--- src/rtl/rf_writeback_arbiter.sv ---
// rf_writeback_arbiter
//
// Shares the single register-file write port among NUM_REQ writeback
// sources (index 0 is the ALU) with a round-robin arbiter. It also keeps a
// pending-write scoreboard so decode can stall on RAW/WAW hazards.
//
// Ports:
//   clk, rst            clock; synchronous active-low reset
//   req_valid/addr/data per-requester write requests (packed, i at [i*W +: W])
//   req_ready           one-hot grant; a request transfers on valid && ready
//   issue_valid/addr    decode reserves a destination register
//   issue_ready         reservation can be accepted this cycle
//   chk_addr_1/2        source registers to check
//   busy_1/2            source register has a pending write
//   rf_wr_enable/addr/data  register file write port (registered, latency 1)

module rf_writeback_arbiter #(
    parameter int NUM_REQ        = 3,
    parameter int NUM_OF_SETS    = 32,
    parameter int DATA_BUS_WIDTH = 32,
    localparam int AW            = $clog2(NUM_OF_SETS),
    localparam int PW            = $clog2(NUM_REQ)
) (
    input  logic                              clk,
    input  logic                              rst,
    input  logic [NUM_REQ-1:0]                req_valid,
    input  logic [NUM_REQ*AW-1:0]             req_addr,
    input  logic [NUM_REQ*DATA_BUS_WIDTH-1:0] req_data,
    output logic [NUM_REQ-1:0]                req_ready,
    input  logic                              issue_valid,
    input  logic [AW-1:0]                     issue_addr,
    output logic                              issue_ready,
    input  logic [AW-1:0]                     chk_addr_1,
    input  logic [AW-1:0]                     chk_addr_2,
    output logic                              busy_1,
    output logic                              busy_2,
    output logic                              rf_wr_enable,
    output logic [AW-1:0]                     rf_wr_addr,
    output logic [DATA_BUS_WIDTH-1:0]         rf_wr_data
);

    logic [PW-1:0]             ptr_q;
    logic [PW-1:0]             cand;
    logic [PW-1:0]             grant_idx;
    logic                      grant_any;
    logic [AW-1:0]             grant_addr;
    logic [DATA_BUS_WIDTH-1:0] grant_data;

    logic [NUM_OF_SETS-1:0]    pending_q;
    logic [NUM_OF_SETS-1:0]    pending_d;
    logic [NUM_OF_SETS-1:0]    set_vec;
    logic [NUM_OF_SETS-1:0]    clr_vec;

    // Requester index 'off' positions after 'base', wrapping at NUM_REQ.
    function automatic logic [PW-1:0] rr_index(input logic [PW-1:0] base, input int off);
        int sum;
        sum = int'(base) + off;
        if (sum >= NUM_REQ) begin
            sum = sum - NUM_REQ;
        end
        return PW'(sum);
    endfunction

    // Round-robin pick: first valid requester at or after the pointer.
    always_comb begin
        req_ready = '0;
        grant_any = 1'b0;
        grant_idx = '0;
        cand      = '0;
        for (int off = 0; off < NUM_REQ; off++) begin
            cand = rr_index(ptr_q, off);
            if (!grant_any && req_valid[cand]) begin
                grant_any = 1'b1;
                grant_idx = cand;
            end
        end
        if (grant_any) begin
            req_ready[grant_idx] = 1'b1;
        end
    end

    assign grant_addr = req_addr[grant_idx*AW +: AW];
    assign grant_data = req_data[grant_idx*DATA_BUS_WIDTH +: DATA_BUS_WIDTH];

    // Readiness looks at the pre-clear pending bit, so a register being
    // committed this cycle still stalls a new reservation for one cycle.
    assign issue_ready = (issue_addr == '0) || !pending_q[issue_addr];
    assign busy_1      = (chk_addr_1 != '0) && pending_q[chk_addr_1];
    assign busy_2      = (chk_addr_2 != '0) && pending_q[chk_addr_2];

    // Set is applied after clear so a same-cycle reservation survives the
    // commit of the previous write to that register.
    always_comb begin
        set_vec = '0;
        clr_vec = '0;
        if (issue_valid && issue_ready && (issue_addr != '0)) begin
            set_vec[issue_addr] = 1'b1;
        end
        if (rf_wr_enable) begin
            clr_vec[rf_wr_addr] = 1'b1;
        end
        pending_d    = (pending_q & ~clr_vec) | set_vec;
        pending_d[0] = 1'b0;
    end

    always_ff @(posedge clk) begin
        if (!rst) begin
            ptr_q        <= '0;
            pending_q    <= '0;
            rf_wr_enable <= 1'b0;
            rf_wr_addr   <= '0;
            rf_wr_data   <= '0;
        end else begin
            pending_q <= pending_d;
            if (grant_any) begin
                ptr_q        <= (int'(grant_idx) == NUM_REQ - 1) ? '0 : grant_idx + 1'b1;
                // x0 writes consume the grant but never reach the register file.
                rf_wr_enable <= (grant_addr != '0);
                rf_wr_addr   <= grant_addr;
                rf_wr_data   <= grant_data;
            end else begin
                rf_wr_enable <= 1'b0;
            end
        end
    end

endmodule

--- config.mk ---
export PLATFORM = sky130hd
export DESIGN_NAME = rf_writeback_arbiter
export DESIGN_NICKNAME = d
export VERILOG_FILES = /design/src/rtl/rf_writeback_arbiter.sv
export SDC_FILE = /design/constraint.sdc
export NUM_CORES = 1
export LEC_CHECK = 0
export ABC_AREA = 1
export BUFFER_PORTS_ARGS = -buffer_cell sky130_fd_sc_hd__buf_2
export CORE_AREA = 5 5 119 149
export DETAILED_ROUTE_END_ITERATION = 8
export DIE_AREA = 0 0 124 154
export PLACE_DENSITY = 0.64
export SETUP_SLACK_MARGIN = 0.2
export SYNTH_ARGS = -nofsm -noshare
export SYNTH_HDL_FRONTEND = slang
export SYNTH_SLANG_ARGS = --single-unit
--- constraint.sdc ---
create_clock -name clk -period 2.1 [get_ports clk]
set_input_delay 0.42 -clock clk [delete_from_list [all_inputs] [get_ports clk]]
set_output_delay 0.42 -clock clk [all_outputs]
set_load 0.005 [all_outputs]
-- Word level (Yosys, flattened, before mapping)
Cells that the tools add are included.
- bits in registers: 72
- bits of input ports: 132
- output and inout port bits: 44
- word-level logic and storage cells: 83
- add/subtract/negate cells: 6
- $mul: 1
- magnitude comparators: 14
- eq/ne operators: 1
- shift-type cells: 2
- mux-type cells: 31
- bitwise logic cells: 3
- reduce and logical (&&, ||, !) cells: 19
- operators by type and width (operator ; count):
    96-bit by 8-bit indexed part select with 32-bit output ; 1
    32-bit 2-to-1 mux ; 2
    32-bit AND ; 1
    32-bit inverter ; 1
    32-bit bitwise OR ; 1
    5-bit by 6-bit less-than comparator with 1-bit output, second input constant ; 4
    5-bit nonzero test ; 4
    1-bit binary-select mux with 5-bit select ; 3
    15-bit by 6-bit indexed part select with 5-bit output ; 1
    2-bit 2-to-1 mux ; 7
    2-bit by 3-bit less-than comparator with 1-bit output, second input constant ; 4
    1-bit 2-to-1 mux ; 12
    1-bit demux with 5-bit select ; 2
    5-bit by 1-bit >= comparator with 1-bit output, second input constant ; 2
    1-bit logical AND ; 9
    1-bit binary-select mux with 2-bit select ; 3
    3-bit by 2-bit >= comparator with 1-bit output, second input constant ; 2
    2-bit subtractor, second input constant ; 3
    5-bit zero test ; 1
    2-bit by 3-bit multiplier with 5-bit output, second input constant ; 1
    2-bit by 1-bit adder with 3-bit output, second input constant ; 1
    2-bit by 2-bit adder with 3-bit output, second input constant ; 1
    1-bit zero test ; 3
    3-bit 2-to-1 mux ; 1
    7 further kinds ; 7

-- Logic depth before layout (Yosys ltp)
- depth after elaboration: 16
- gate-level depth with buffers: 17
- gate-level depth less buffers: 17

-- Worst setup path after synthesis
OpenSTA, ideal clock, no wires.
- kind: register to output
- from: register ptr_q[0]
- to: output req_ready[0]
- data arrival time: 1939 ps
- required time: 1680 ps
- slack: -259 ps
- cell stages (with the launch flop): 14
- path buffers: 2
- cells stage by stage: dfxtp_1 inv_1 ha_1 inv_2 nand2_1 nand3_1 nand2_2 nand3_4 clkinv_4 nand2_2 nand2_8 buf_6 buf_4 nor3_1
- longest elaborated chain between the ends: 16
- elaborated cells on any way between the ends: 33
- those cells by class: add/sub (5); order compare (5); mux (18); reduce/logical (5)
- RTL lines (item ; RTL line ; source):
    start, declared ; 42 ; logic [PW-1:0] ptr_q;
    start signal, assigned ; 116 ; ptr_q <= (int'(grant_idx) == NUM_REQ - 1) ? '0 : grant_idx + 1'b1;
    branches (longest 15 deep; another with 2-bit by 1-bit adder with 3-bit output) ; - ;
    3-bit 2-to-1 mux * ; 77 ; if (grant_any) begin
    end, declared ; 29 ; output logic [NUM_REQ-1:0] req_ready,
Every way passes the cells marked *. The select of a mux whose other input is x is not followed.

-- Worst setup path in the final report
Same ends and word-level chain as after synthesis.

==> metrics list <==
- Outcome: complete, but fails checks
- The checks that failed: setup timing.
* Count of synthesis-stage warnings from yosys: 0
- Wire length of the first global-routing pass: 29500 um
- After detailed placement, the total cell area comes to between 5000 and 6000 sq um.
- Synth Area in Simple Gates: 0.279
* Worst min-delay path endpoint: rf_wr_data[25]
* Number of sinks on the clock net: between 70 and 80
- Die footprint: 19100 sq um
* Slowest Stage Delay on Critical Path: 0.36 ns
* Buffers & Inverters on Critical Path: 5
- CTS Buf Count: 9
* Worst r2r path cells: 18
* Gate Count Post-Synth: 705
- Final wirelength: 19300 um
* Relative area change from synthesis to final layout: 50.1%
- Row cnt: 52
* Mux cell area share after synthesis: 0
- The critical path in this run is classified as flop to output port.
- Global placement routability congestion: 0.905
- sky130_fd_sc_hd__dfxtp_1 takes more of the synthesized area than any other cell.
- For this run, the total global-route usage over all layers was measured as 0.193.
- Fraction of synthesis flops using an asynchronous set or reset pin: 0
- The share of synthesized area in the top cell type comes to 0.300.
- After the last flow step, the layout net total stands at 1062.
* Proportion of layout cells with a drive suffix above 1: 0.415
- Clock-pin slew was measured on the worst setup and hold paths at 0.06 ns.
- Critical path arrival: 2.05 ns
* Ranking of synthesized cells by area: sky130_fd_sc_hd__dfxtp_1 (30%), sky130_fd_sc_hd__o21ai_0 (11%), sky130_fd_sc_hd__a21oi_1 (8.1%)
* Hold_sp: req_data[25]
- IO Port Bufs: 175
- Prevailing post-synth register cell: sky130_fd_sc_hd__dfxtp_1
- Across the VDD grid, the largest voltage drop is 1.33 mV.
* Average via count per standard cell: 5.20
- Setup repair after global routing missed its margin: true
- For this design the top-level I/O count stands at ~180.
- The most numerous cell type found on the critical path is sky130_fd_sc_hd__buf_4.
* Final worst-path cycle share: 1.17
- Counting along the longest clock path gives a buffer depth of 2.
- Post-route cell area: 7110 sq um
* Average size of a mapped cell: between 6 and 7 sq um
- The initial antenna violation count is 1.
* Number of synthesized flops with an enable pin: 0
- STA classifies the critical path endpoint as an output port.
- Iter 0 DRT Violations: 311
- For this design, the CTS-stage hold fixing added 0 buffers.
- Of the total synthesized cell area, the portion taken by full adders, half adders and majority gates is 0.0106.
- The final-report hold violation count was 0.
- Required time worst endpoint: around 1.7 ns
- Cell depth of the worst hold path: 3
* Setup_tns: -3.44 ns
- CTS built an H-tree with a depth of 3.
* Clock Latency Late Sink: 0.34 ns
- In this run the worst hold path is classified as primary input to flop.
- Number of placed cells counting well taps: 1090
- Vertical extent of the die: 154 um
- After synthesis, the largest family of logic cells by area is compound AO/OA/AOI/OAI gates.
* Drt pass-1 iters: 6
- Measured along the x axis, the die boundary spans approximately 120 um.
* Post-synthesis share of cell area spent on xor and xnor gates: 0
* Post-route antenna net violation count: 0
- The number of nets in the synthesized netlist is 841.
* Post-DP HPWL: 13800 um
* Portion of the post-synthesis area used by sequential elements: 0.300
- Peak clock frequency supported by timing: ~410 MHz
- Max-Slew Margin vs Limit: 0.715
* End of the worst register-to-register path: rf_wr_enable
- Power per Cell Area: 1500 nW/um^2
- Final setup violation count: 37
- By count the netlist is led by sky130_fd_sc_hd__o21ai_0 (102), sky130_fd_sc_hd__nand2_1 (78), sky130_fd_sc_hd__a21oi_1 (77).
- Clock tree synthesis selected as its root buffer the cell sky130_fd_sc_hd__clkbuf_16.
- Tightest Pin Transition: 0.427 ns
- The core region is 16100 sq um.
- Remaining design rule violation count: 0
* Vias in the first global route: 5769
- Yosys instantiated no cell more often than sky130_fd_sc_hd__o21ai_0.
* Ordered list of cells on the worst path: buf_4 -> ha_4 -> inv_4 -> nand2_4 -> nand3_4 -> nand2_4 -> buf_4 -> nand2_1 -> nor2_4 -> buf_4 -> nor3_2 -> buf_2
- For the finished layout, the period the worst path requires is 2.47 ns.
- Post-Route Skew: ~0.0096 ns
* #FFs+latches synth: 71
- Biggest fanout along the worst timing path: 5
- The slowest stage of the critical path belongs to the cell sky130_fd_sc_hd__dfxtp_4.
* Post-synthesis cell area: 4740 sq um
- For this design the static power due to leakage is between 3 and 4 nW.
- TritonCTS built the clock tree.
- The routed layout has 5961 vias.
- Final setup slack of the worst path: -0.367 ns
* Post-synthesis compound-gate area fraction: 0.298
* Average detailed-routed wire length per instance: between 15 and 20 um
- The worst register-to-register path begins at ptr_q[0].
* GR Overflow Total: 0
* Count of maximum capacitance violations: 0
- Kind of cell adding the most delay to the critical path: buffers and inverters
- The final count of pins violating max slew came to 0.
- Measured on the finished design, the core utilization comes to 0.443.
- Count of placed standard cells in the final layout, fillers left out: 1147
* Number of distinct library cell variants in the gate-level netlist after synthesis: 41
* Kind of start point of the critical path: flop
- Pin count of the biggest net entering global routing: just under 50
* Setup slack, reg-to-reg: -0.17 ns
* Initial Util: 0.295
## routing by layer
metal,GRT usage,routed length [um],vias up
li1,-,-,2922
met1,0.242,7920,2726
met2,0.320,9180,279
met3,0.0500,1770,34
met4,0.0590,449,0
met5,0,0,-
## how the worst max path moves through the flow
stage,from,endpoint,cells after the start
CTS,ptr_q[0],req_ready[0],13
global placement,issue_addr[0],issue_ready,8
floorplan,ptr_q[0],req_ready[2],14
detailed placement,issue_addr[0],pending_q[7],9
global route,ptr_q[1],req_ready[0],10
finish,ptr_q[0],req_ready[0],12
## repair_timing
item / 4_1_cts / 5_1_grt
setup buffers: 21 / 13
gates resized for setup: 66 / 44
cloned: 5 / 2
pin swaps: 15 / 21
endpoints found under the hold margin: 0 / 0
endpoints found under the setup margin: 44 / 77
## worst reg2reg max path: cells and delay by family (launching register included)
kind,cells,cell delay (ns)
DFF,1,0.36
AOI/OAI and AO/OA,1,0.16
adders and majority gates,1,0.18
buffers and inverters,6,0.66
and+or+nand+nor,10,0.79
## cells by family after synthesis
| family | Yosys count |
|---|---|
| flops | 71 |
| compound gates | 255 |
| simple gates | 260 |
| fa+ha+maj | 4 |
| buf+inv | 115 |
## power by group
part	switching, mW	leakage [nW]	internal [mW]
sequential	0.207	0.587	1.69
clock	0.623	0.155	1.07
combinational	3.67	2.31	3.41
## placed cells by master, fill, tap and decap left out, types with 7 or more instances in the layout
cell type	n
sky130_fd_sc_hd__a21oi_1	73
sky130_fd_sc_hd__a22oi_2	9
sky130_fd_sc_hd__a31oi_1	32
sky130_fd_sc_hd__buf_12	7
sky130_fd_sc_hd__buf_2	172
sky130_fd_sc_hd__buf_4	57
sky130_fd_sc_hd__buf_6	9
sky130_fd_sc_hd__clkbuf_16	11
sky130_fd_sc_hd__dfxtp_1	64
sky130_fd_sc_hd__inv_1	52
sky130_fd_sc_hd__inv_2	9
sky130_fd_sc_hd__nand2_1	67
sky130_fd_sc_hd__nand2_2	41
sky130_fd_sc_hd__nand3_1	36
sky130_fd_sc_hd__nand4_1	32
sky130_fd_sc_hd__nor2_1	48
sky130_fd_sc_hd__nor3_1	9
sky130_fd_sc_hd__o211ai_1	8
sky130_fd_sc_hd__o21ai_0	94
sky130_fd_sc_hd__o21ai_1	12
## registers in the layout, summed over array words and instances (netlist names)
register	count
rf_wr_enable	1
pending_q	31
ptr_q	2
rf_wr_addr	5
rf_wr_data	32
## metrics by stage
stage	hold WS (ns)	setup slack, ns	total power, mW
floorplan	0.454	0.0490	5.24
global placement	0.461	-0.0556	6.59
detailed placement	0.467	-0.0844	6.61
CTS	0.329	-0.323	10.0
global route	0.345	-0.439	11.3
finish	0.341	-0.367	10.7
## final cells by class
type	count	area (sq um)
Multi-Input combinational cell	520	3050
Timing Repair Buffer	255	1750
Sequential cell	71	1440
Antenna cell	1	2.50
Fill cell	1691	8960
Inverter	69	288
Clock buffer	10	239
Clock inverter	5	81.3
Tap cell	216	270
Power figures use the tool's default switching activity.
